[config.mk]
export PLATFORM = sky130hd
export DESIGN_NAME = bus_uart_tx_flat
export DESIGN_NICKNAME = d
export VERILOG_FILES = /design/src/rtl/bus_slave_pkg.sv /design/src/rtl/bus_uart_tx_if.sv /design/src/rtl/bus_baud_tick.sv /design/src/rtl/bus_uart_tx.sv /design/src/flat_wrapper.sv
export SDC_FILE = /design/constraint.sdc
export NUM_CORES = 1
export LEC_CHECK = 0
export CORE_MARGIN = 8
export CORE_UTILIZATION = 50
export DETAILED_ROUTE_END_ITERATION = 8
export PLACE_DENSITY = 0.72
export SETUP_SLACK_MARGIN = 0.15
export SLEW_MARGIN = 15
export SYNTH_ARGS = -nofsm -noshare
export SYNTH_HDL_FRONTEND = slang
export SYNTH_HIERARCHICAL = 1
export SYNTH_SLANG_ARGS = --single-unit
[constraint.sdc]
create_clock -name CLK -period 2.61 [get_ports CLK]
set_input_delay 0.522 -clock CLK [delete_from_list [all_inputs] [get_ports CLK]]
set_output_delay 0.522 -clock CLK [all_outputs]
set_load 0.005 [all_outputs]
[src/rtl/bus_slave_pkg.sv]
// Shared types and constants for the bus_* serial slaves.
package bus_slave_pkg;
    typedef enum logic [1:0] {IDLE, START, DATA, STOP} tx_state_t;
    localparam logic TXD_IDLE = 1'b1;
endpackage

[src/rtl/bus_uart_tx_if.sv]
// FIFO pop handshake between bus_fifo (master) and a serial consumer (slave).
interface bus_uart_tx_if #(parameter int width = 8) ();
    logic             DATA_READY;
    logic [width-1:0] DATA_IN;
    logic             DATA_ACK;

    modport master (output DATA_READY, output DATA_IN, input DATA_ACK);
    modport slave  (input DATA_READY, input DATA_IN, output DATA_ACK);
endinterface

[src/rtl/bus_baud_tick.sv]
// Loadable bit-period counter: bit_end marks the last cycle of each bit period.
module bus_baud_tick #(
    parameter int div_width = 16
) (
    input  logic                 CLK,
    input  logic                 RESET_N,
    input  logic                 load,
    input  logic                 run,
    input  logic [div_width-1:0] div,
    output logic                 bit_end
);
    logic [div_width-1:0] cnt;
    logic [div_width-1:0] div_q;

    // Equality compare keeps any div value, including all-ones, overflow-free.
    assign bit_end = run && (cnt == div_q);

    always_ff @(posedge CLK) begin
        if (!RESET_N) begin
            cnt   <= '0;
            div_q <= '0;
        end else if (load) begin
            cnt   <= '0;
            div_q <= div;
        end else if (run) begin
            cnt <= bit_end ? '0 : cnt + 1'b1;
        end
    end
endmodule

[src/rtl/bus_uart_tx.sv]
// UART-style transmitter that pops words from bus_fifo and serialises them LSB first.
module bus_uart_tx
    import bus_slave_pkg::*;
#(
    parameter int width     = 8,
    parameter int div_width = 16,
    parameter int stop_bits = 1
) (
    input  logic                 CLK,
    input  logic                 RESET_N,
    bus_uart_tx_if.slave         fifo,
    input  logic [div_width-1:0] BAUD_DIV,
    output logic                 TXD,
    output logic                 BUSY
);
    localparam int BW = (width > 1) ? $clog2(width) : 1;

    tx_state_t        state;
    logic [width-1:0] shift;
    logic [BW-1:0]    bit_cnt;
    logic             stop_cnt;
    logic             bit_end;
    logic             load;
    logic             run;

    assign load = (state == IDLE) && fifo.DATA_READY;
    assign run  = (state != IDLE);

    bus_baud_tick #(.div_width(div_width)) u_tick (
        .CLK     (CLK),
        .RESET_N (RESET_N),
        .load    (load),
        .run     (run),
        .div     (BAUD_DIV),
        .bit_end (bit_end)
    );

    always_ff @(posedge CLK) begin
        if (!RESET_N) begin
            state         <= IDLE;
            shift         <= '0;
            bit_cnt       <= '0;
            stop_cnt      <= 1'b0;
            TXD           <= TXD_IDLE;
            BUSY          <= 1'b0;
            fifo.DATA_ACK <= 1'b0;
        end else begin
            fifo.DATA_ACK <= 1'b0;
            case (state)
                IDLE: if (fifo.DATA_READY) begin
                    state         <= START;
                    shift         <= fifo.DATA_IN;
                    bit_cnt       <= '0;
                    TXD           <= 1'b0;
                    BUSY          <= 1'b1;
                    fifo.DATA_ACK <= 1'b1;
                end
                START: if (bit_end) begin
                    state   <= DATA;
                    TXD     <= shift[0];
                    bit_cnt <= '0;
                end
                DATA: if (bit_end) begin
                    if (bit_cnt == BW'(width - 1)) begin
                        state    <= STOP;
                        TXD      <= TXD_IDLE;
                        stop_cnt <= 1'b0;
                    end else begin
                        // shift[1] is the bit that lands in shift[0] after this edge
                        shift   <= {1'b0, shift[width-1:1]};
                        TXD     <= shift[1];
                        bit_cnt <= bit_cnt + 1'b1;
                    end
                end
                STOP: if (bit_end) begin
                    if (stop_cnt || stop_bits == 1) begin
                        state <= IDLE;
                        BUSY  <= 1'b0;
                    end else begin
                        stop_cnt <= 1'b1;
                    end
                end
                default: state <= IDLE;
            endcase
        end
    end
endmodule

[src/flat_wrapper.sv]
// flat-port wrapper written by rule: the top's interface ports become plain ports
module bus_uart_tx_flat import bus_slave_pkg::*;
#(
    parameter int width     = 8,
    parameter int div_width = 16,
    parameter int stop_bits = 1
)
  (CLK, RESET_N, BAUD_DIV, TXD, BUSY, fifo_DATA_READY, fifo_DATA_IN, fifo_DATA_ACK);
  bus_uart_tx_if #(.width(width)) fifo_i ();
  input  logic CLK;
  input  logic RESET_N;
  input  logic [div_width-1:0] BAUD_DIV;
  output logic TXD;
  output logic BUSY;
  input wire logic [$bits(fifo_i.DATA_READY)-1:0] fifo_DATA_READY;
  input wire logic [$bits(fifo_i.DATA_IN)-1:0] fifo_DATA_IN;
  output wire logic [$bits(fifo_i.DATA_ACK)-1:0] fifo_DATA_ACK;
  assign fifo_i.DATA_READY = fifo_DATA_READY;
  assign fifo_i.DATA_IN = fifo_DATA_IN;
  assign fifo_DATA_ACK = fifo_i.DATA_ACK;
  bus_uart_tx #(.width(width), .div_width(div_width), .stop_bits(stop_bits)) u_core (.CLK(CLK), .RESET_N(RESET_N), .fifo(fifo_i), .BAUD_DIV(BAUD_DIV), .TXD(TXD), .BUSY(BUSY));
endmodule
* After elaboration in Yosys (flattened, before gate mapping)
Index checks and enable logic that the tools add are counted.
Storage, ports and cells: bits in registers 48, bits of input ports 27, output and inout bits 3, word-level logic and storage cells 61
Cells by class: add/sub/neg operators 2, equality and inequality tests 11, multiplexer cells 25, bitwise gates (word level) 1, reductions and logical operators 14
Operator list (number):
- $mux 8 | 3
- $add 16x1->16 const B | 1
- $eq 16x16->1 | 1
- $mux 16 | 1
- $pmux 8 s2 | 1
- $mux 3 | 4
- $mux 2 | 5
- $ne 2x2->1 const B | 5
- $reduce_and 5->1 | 2
- $pmux 3 s3 | 1
- $pmux 2 s4 | 1
- $reduce_and 4->1 | 2
- $mux 1 | 7
- $reduce_bool 2->1 | 3
- $eq 2x2->1 const B | 2
- $add 3x1->3 const B | 1
- $eq 3x3->1 const B | 1
- $pmux 1 s3 | 1
- $reduce_and 3->1 | 1
- $reduce_bool 3->1 | 1
- $eq 2x1->1 const B | 1
- $logic_and 1x1->1 | 2
- $logic_not 2->1 | 1
- $ne 2x1->1 const B | 1
- other kinds (4) | 4

* Depth between registers and ports, before layout
Gate-level depths: netlist of the first run.
depth after elaboration 4, depth in mapped cells 9, mapped depth without buffers 9

* Cells and area by module
The synthesis of the first run kept the hierarchy.
Modules (own cells, without submodules):
- bus_baud_tick | times used 1, cells an instance 161, area an instance 1547.7 µm², seq. area each 640.6 µm²
- bus_uart_tx | times used 1, cells an instance 95, area an instance 900.9 µm², seq. area each 320.3 µm²

* Least setup slack after synthesis of the first run
Ideal clock, no wire load.
path kind register to register, from register u_core.state[0], to register u_core.bit_cnt[0], library setup time 121 ps, arrival 1892 ps, required time 2489 ps, slack 596 ps, cell stages (with the launch flop) 10, buffers on the path 0, period minus slack after synthesis 2014 ps, cells stage by stage dfxtp_1 inv_1 ha_1 inv_1 inv_1 nor3_1 o21bai_1 and3b_1 nand2_1 mux2i_1
On the way: longest elaborated chain between the ends 4, elaborated cells on any way between the ends 12, classes of those cells eq/ne (6); mux (1); reduce/logical (5)
RTL lines:
- from (decl) | line bus_uart_tx.sv:18 | tx_state_t state;
- from (signal assigned) | line bus_uart_tx.sv:40 | state <= IDLE;
- from (signal assigned) | line bus_uart_tx.sv:51 | state <= START;
- from (signal assigned) | line bus_uart_tx.sv:59 | state <= DATA;
- $reduce_bool 2->1 (*) | line bus_uart_tx.sv:27 | assign run = (state != IDLE);
- named net u_core.run | line bus_uart_tx.sv:24 | logic run;
- $logic_and 1x1->1 (*) | line bus_baud_tick.sv:16 | assign bit_end = run && (cnt == div_q);
- named net u_core.bit_end | line bus_uart_tx.sv:22 | logic bit_end;
- $ne 2x2->1 (no source line)
- $reduce_and 5->1 (no source line) (*)
- to (signal assigned) | line bus_uart_tx.sv:72 | bit_cnt <= bit_cnt + 1'b1;
- to (decl) | line bus_uart_tx.sv:20 | logic [BW-1:0] bit_cnt;
Mark *: on every way through the listed nets, which the timed path passes. The rest lies on a longest branch. A chain may end at the register's enable or synchronous reset.

* Worst setup path in the final report of the first run
from register u_core.state[0], to register u_core.bit_cnt[2]
The elaborated chain is that of the path after synthesis.

==> impl_metrics.json, run 1 <==
{
  "status": "finished, final reports clean",
  "r2r-start": "u_core/state[0]",
  "cts.sinks": 48,
  "r2r_cells": 9,
  "power_frac_seq_pct": 41.3,
  "overflow": 0,
  "holdWs_ps": 472,
  "synth_seq_cells": 48,
  "num_vias": 1832,
  "min_from": "u_core/shift[7]",
  "synth_cell_types": 37,
  "synth_area_per_cell_um2": 9.56,
  "max_freq_mhz": 453,
  "async_reset_ff_share_pct": 0,
  "crit_type": "register to register",
  "worstPathRequired_ps": 2790,
  "max-vdd-ir-drop_uv": 414,
  "r2r-end": "u_core/bit_cnt[2]",
  "cts_tree": "yes",
  "clockRootBuffer": "clkbuf_8",
  "clk_pin_slew_ps": 80,
  "pwr-share-clk_pct": 19.3,
  "synth_most_common_cell": "dfxtp_1",
  "stdcell_count": 351,
  "routed_wl_mm": 4.81,
  "rrSetupSlack_ps": 400,
  "finalCritPeriodShare_pct": 84.5,
  "timing.slew.headroom_pct": 56.9,
  "h-tree-depth": 2,
  "synth_fp_nets": 293,
  "whs_endpoint": "u_core/shift[7]",
  "worstPathArrival_ps": 2390,
  "fin_crit_ps": 2210,
  "fin_nets": 320,
  "yosysWarnings": 6,
  "cp-start-kind": "register",
  "yosysTopAreaCellShare_pct": 39.2,
  "dp_hpwl_mm": 3.54,
  "cp_max_fo": 6,
  "grt_max_degree": 26,
  "numCtsBuffers": 5,
  "leakagePower_nw": 1.20,
  "ys_seq_area_share_pct": 39.2,
  "die_w_um": 86.0,
  "portBuffers": 29,
  "clock_latency_ps": 290,
  "powerDensity_nw_per_um2": 822,
  "drive_gt1_share_pct": 5.63,
  "synth_area_leaders": "dfxtp_1 (39%), mux2i_1 (11%), xor2_1 (8.2%)",
  "rows": 25,
  "rsz0062_at_grt": "no",
  "total_power_mw": 2.36,
  "hold_buffers": 0,
  "drc": 0,
  "n_antenna_cell": 0,
  "finalSetupViolations": 0,
  "grt_pass1_vias": 1795,
  "wl_per_cell_um": 13.7,
  "synth_top_cell_by_area": "dfxtp_1",
  "place_area_um2": 2780,
  "synthCells": 256,
  "maxCapViolations": 0,
  "clock_skew_ps": 4.25,
  "viasPerCell": 5.22,
  "drtAntennaViolNets": 0,
  "syn_to_final_growth_pct": 17.5,
  "switching_power_uw": 831,
  "drt_iter0_drc": 54,
  "tightest_slew_ps": 647,
  "die_h_um": 86.0,
  "hold_viol_final": 0,
  "netlist_top_cells_count": "dfxtp_1 (48), mux2i_1 (27), nand2_1 (25)",
  "core_um2": 4720,
  "cts_buffer_depth": 2,
  "grt_antenna_before_repair": 0,
  "whs_path_depth": 2,
  "synthFlopType": "dfxtp_1",
  "synth_edf_count": 0,
  "p_sw_share_pct": 35.1,
  "netlist_area_um2": 2450,
  "combPwrFrac_pct": 39.4,
  "p_int_mw": 1.53,
  "gp_congestion": 0.881,
  "worstHoldPathType": "register to register",
  "report.final.slew_viol_count": 0,
  "crit_path_end_kind": "register",
  "dp.cells": 343,
  "start_util_pct": 51.8,
  "postCtsSetupBuffers": 0,
  "finalSetupTns_ps": 0,
  "dieArea_um2": 7390,
  "num_io_pins": 30,
  "drtPass1Iterations": 4,
  "grt.total_usage_pct": 13.9,
  "ctsResizeCount": 0,
  "grt_pass1_wl_mm": 8.35,
  "design_area_um2": 2880
}
-- cell families after synthesis --
kind of cell	synth area share [%]
flops	39.2
xor+xnor	11.1
fa+ha+maj	5.11
simple gates	23.2
compound gates	6.59
mux	11.0
buf+inv	3.68
-- cell usage in the layout, fill, tap and decap left out, types with 7 or more instances in the layout --
cell type,Yosys,routed
clkdlybuf4s50_1,0,29
dfxtp_1,48,48
ha_1,10,10
mux2i_1,27,27
nand2_1,25,25
nand4_1,7,7
nor2b_1,18,18
nor3_1,21,20
o211a_1,7,7
xnor2_1,8,8
xor2_1,23,23
-- power by group through the flow --
stage / Combinational, mW / Sequential [mW] / Clock [mW]
after floorplan: 0.764 / 0.966 / 0
after global placement: 0.918 / 0.986 / 0
after detailed placement: 0.928 / 0.992 / 0
after CTS: 0.933 / 0.976 / 0.474
after global routing: 1.04 / 0.994 / 0.501
final: 0.931 / 0.976 / 0.456
-- worst max path at each step --
stage                     from                    to  slack (ps)  cells past startpoint
5_1_grt        u_core/state[0]  u_core/u_tick/cnt[9]         200                      8
3_5_place_dp   u_core/state[0]     u_core/bit_cnt[2]         330                      9
6_report       u_core/state[0]     u_core/bit_cnt[2]         400                      9
2_1_floorplan  u_core/state[0]     u_core/bit_cnt[0]         600                      9
4_1_cts        u_core/state[0]     u_core/bit_cnt[2]         290                      9
3_3_place_gp   u_core/state[0]     u_core/bit_cnt[0]         420                      9
-- registers in the layout (all words and copies together) (netlist names) --
| register | cells |
|---|---|
| u_core/state | 2 |
| u_core/TXD | 1 |
| u_core/fifo.DATA_ACK | 1 |
| u_core/shift | 8 |
| u_core/u_tick/div_q | 16 |
| u_core/bit_cnt | 3 |
| u_core/BUSY | 1 |
| u_core/u_tick/cnt | 16 |
-- cell type report --
class                           instances  area [µm²]
Tap cell                               67        83.8
Multi-Input combinational cell        190        1400
Timing Repair Buffer                   32         313
Clock buffer                            7        86.3
Clock inverter                          1        7.51
Fill cell                             429        1850
Inverter                                6        22.5
Sequential cell                        48         961
-- layer usage --
metal	wire, µm	global-route usage (%)
met1	2410	18.7
met2	2090	20.6
met3	236	4.01
met4	72	4.78
met5	0	0
-- per-stage QoR --
step | setup WS (ps) | utilization (%)
final | 405 | 60.9
after global routing | 197 | 60.9
after CTS | 290 | 60.8
after detailed placement | 325 | 58.8
after global placement | 424 | 58.8
after floorplan | 596 | -
-- critical path, cell delays in order (launching register included) --
cell	delay (ps)
dfxtp_1	420
inv_1	130
ha_1	280
inv_1	180
inv_1	130
nor3_2	320
o21bai_1	150
and3b_1	210
nand2_1	130
mux2i_1	140
(Power assumes the default switching activity.)
==> run 2, diff against run 1 <==
- PLACE_DENSITY: 0.72 -> 0.75
- clock period: 2.61 -> 1.85 ns (I/O delays scaled with it)
==> run 2 against run 1 <==
- sequential cell count unchanged
- non-clock buffer count increased by 32
- register-to-register slack got worse by 560 ps
- sequential share of layout area decreased by 4.2 points
- die area unchanged
- largest power group is now combinational cells
- sequential power increased by 40%
- the flow now finishes with violations (negative setup slack)
- first-iteration DRC count decreased by 9.3%
==> impl_metrics.json, run 2 (same netlist as run 1, synthesis figures left out) <==
{
  "crit_path_end_kind": "register",
  "clock_skew_ps": 4.02,
  "drc": 0,
  "h-tree-depth": 2,
  "viasPerCell": 5.20,
  "syn_to_final_growth_pct": 35.6,
  "p_sw_share_pct": 35.8,
  "cp_top_family": "simple AND/OR/NAND/NOR gates",
  "r2r_cells": 8,
  "portBuffers": 29,
  "fin_crit_ps": 2000,
  "grt_max_degree": 37,
  "finalCritPeriodShare_pct": 108,
  "violations": "negative setup slack",
  "wl_per_cell_um": 14.8,
  "clockRootBuffer": "clkbuf_8",
  "worstPathArrival_ps": 2230,
  "min_from": "u_core/bit_cnt[2]",
  "whs_path_depth": 2,
  "combPwrFrac_pct": 46.5,
  "hold_buffers": 0,
  "timing.slew.headroom_pct": 73.0,
  "pwr-share-clk_pct": 16.1,
  "fin_nets": 353,
  "r2r-start": "u_core/u_tick/cnt[4]",
  "clock_latency_ps": 290,
  "leakagePower_nw": 1.39,
  "grt.total_usage_pct": 15.1,
  "cts_tree": "yes",
  "rsz0062_at_grt": "yes",
  "final_common_cell": "dfxtp_1",
  "crit_type": "register to register",
  "cp_max_fo": 8,
  "start_util_pct": 51.8,
  "r2r-end": "u_core/shift[7]",
  "report.final.slew_viol_count": 0,
  "worstPathRequired_ps": 2080,
  "cts_buffer_depth": 2,
  "max-vdd-ir-drop_uv": 821,
  "grt_pass1_vias": 2054,
  "die_w_um": 86.0,
  "grt_pass1_wl_mm": 9.09,
  "overflow": 0,
  "final_cell_mix": "dfxtp_1 (40), buf_4 (29), clkdlybuf4s50_1 (29)",
  "whs_endpoint": "u_core/bit_cnt[2]",
  "worstPathBufferInverterCount": 1,
  "powerDensity_nw_per_um2": 1110,
  "rows": 25,
  "switching_power_mw": 1.32,
  "worst_path_max_delay_cell": "dfxtp_2",
  "core_um2": 4720,
  "biggestRegsByFlops": "u_core/u_tick/cnt x16, u_core/u_tick/div_q x16, u_core/shift x8",
  "cp_cell_sequence": "xor2_2 -> nor4_2 -> nand4_1 -> nor3_4 -> buf_4 -> o221a_4 -> nand3b_1 -> a21boi_1",
  "clk_pin_slew_ps": 90,
  "hold_viol_final": 0,
  "cts.sinks": 48,
  "dieArea_um2": 7390,
  "drtAntennaViolNets": 0,
  "tightest_slew_ps": 404,
  "p_int_mw": 2.36,
  "dp_hpwl_mm": 3.80,
  "holdWs_ps": 474,
  "power_frac_seq_pct": 37.3,
  "finalSetupViolations": 30,
  "num_io_pins": 30,
  "numCtsBuffers": 5,
  "routed_wl_mm": 5.66,
  "num_vias": 1991,
  "gp_congestion": 0.888,
  "status": "finished with violations",
  "post-route-util_pct": 70.3,
  "die_h_um": 86.0,
  "timing.final.ws_setup_ps": -153,
  "grt_antenna_before_repair": 0,
  "drt_iter0_drc": 49,
  "n_antenna_cell": 0,
  "critPathMaxStageDelay_ps": 350,
  "fill_cells": 362,
  "maxCapViolations": 0,
  "cp-start-kind": "register",
  "worstHoldPathType": "register to register",
  "drtPass1Iterations": 4,
  "rrSetupSlack_ps": -150,
  "drive_gt1_share_pct": 26.6,
  "max_freq_mhz": 499
}
run 2: how the worst max path moves through the flow:
stage / startpoint / to / slack (ps) / depth (start not counted)
2_1_floorplan: u_core/u_tick/cnt[0] / u_core/bit_cnt[0] / 100 / 8
3_3_place_gp: u_core/u_tick/div_q[9] / u_core/bit_cnt[0] / -30 / 8
3_5_place_dp: u_core/u_tick/div_q[9] / u_core/bit_cnt[1] / -70 / 8
4_1_cts: u_core/u_tick/div_q[4] / u_core/bit_cnt[1] / -80 / 8
5_1_grt: u_core/u_tick/cnt[4] / u_core/shift[7] / -260 / 8
6_report: u_core/u_tick/cnt[4] / u_core/shift[7] / -150 / 8
run 2: power by group through the flow:
stage	clock (mW)	combinational [mW]	sequential, mW
6_report	0.592	1.71	1.37
5_1_grt	0.649	1.87	1.39
4_1_cts	0.626	1.59	1.37
3_5_place_dp	0	1.49	1.39
3_3_place_gp	0	1.47	1.38
2_1_floorplan	0	1.11	1.37
run 2: final cells by class:
type                       instances  area [µm²]  share of cell area [%]
multi-input combinational        191        1560                    47.0
timing repair buffer              64         602                    18.1
clock buffer                       5        68.8                    2.07
sequential                        48         971                    29.2
tap                               67        83.8                    2.53
inverter                           6        22.5                   0.678
clock inverter                     2        12.5                   0.377
run 2: routing by layer:
| layer | track usage, % | routed length [µm] | vias up |
|---|---|---|---|
| met5 | 0 | 0 | - |
| met4 | 5.10 | 121 | 0 |
| met3 | 3.15 | 196 | 12 |
| met2 | 27.3 | 2970 | 45 |
| met1 | 16.9 | 2370 | 929 |
| li1 | - | - | 1005 |
run 2: timing repair:
item,in CTS,in global routing
cloned,0,2
hold endpoints to repair,0,0
buffers inserted,2,4
pin swaps,18,6
resized for setup,26,6
endpoints found under the setup margin,18,30
run 2: stage by stage:
step,setup slack [ps],total power [mW],TNS (ps),instance area (µm²),std cells
2_1_floorplan,95.7,2.48,0,2480,256
3_3_place_gp,-33.0,2.85,-102,3030,368
3_5_place_dp,-66.8,2.87,-260,3030,368
4_1_cts,-78.6,3.58,-586,3250,377
5_1_grt,-261,3.91,-4590,3320,383
6_report,-153,3.67,-2180,3320,383
run 2: worst min-delay path, cell delays in order, from the launching register on:
cell,delay (ps)
dfxtp_1,320
nand2_1,50
mux2i_1,60
==> run 3, diff against run 2 <==
- ABC_CLOCK_PERIOD_IN_PS: default -> 1850
- GPL_ROUTABILITY_DRIVEN: default -> 1
==> results of run 3 <==
The final DEF is identical to that of run 2; final timing and power are the same.
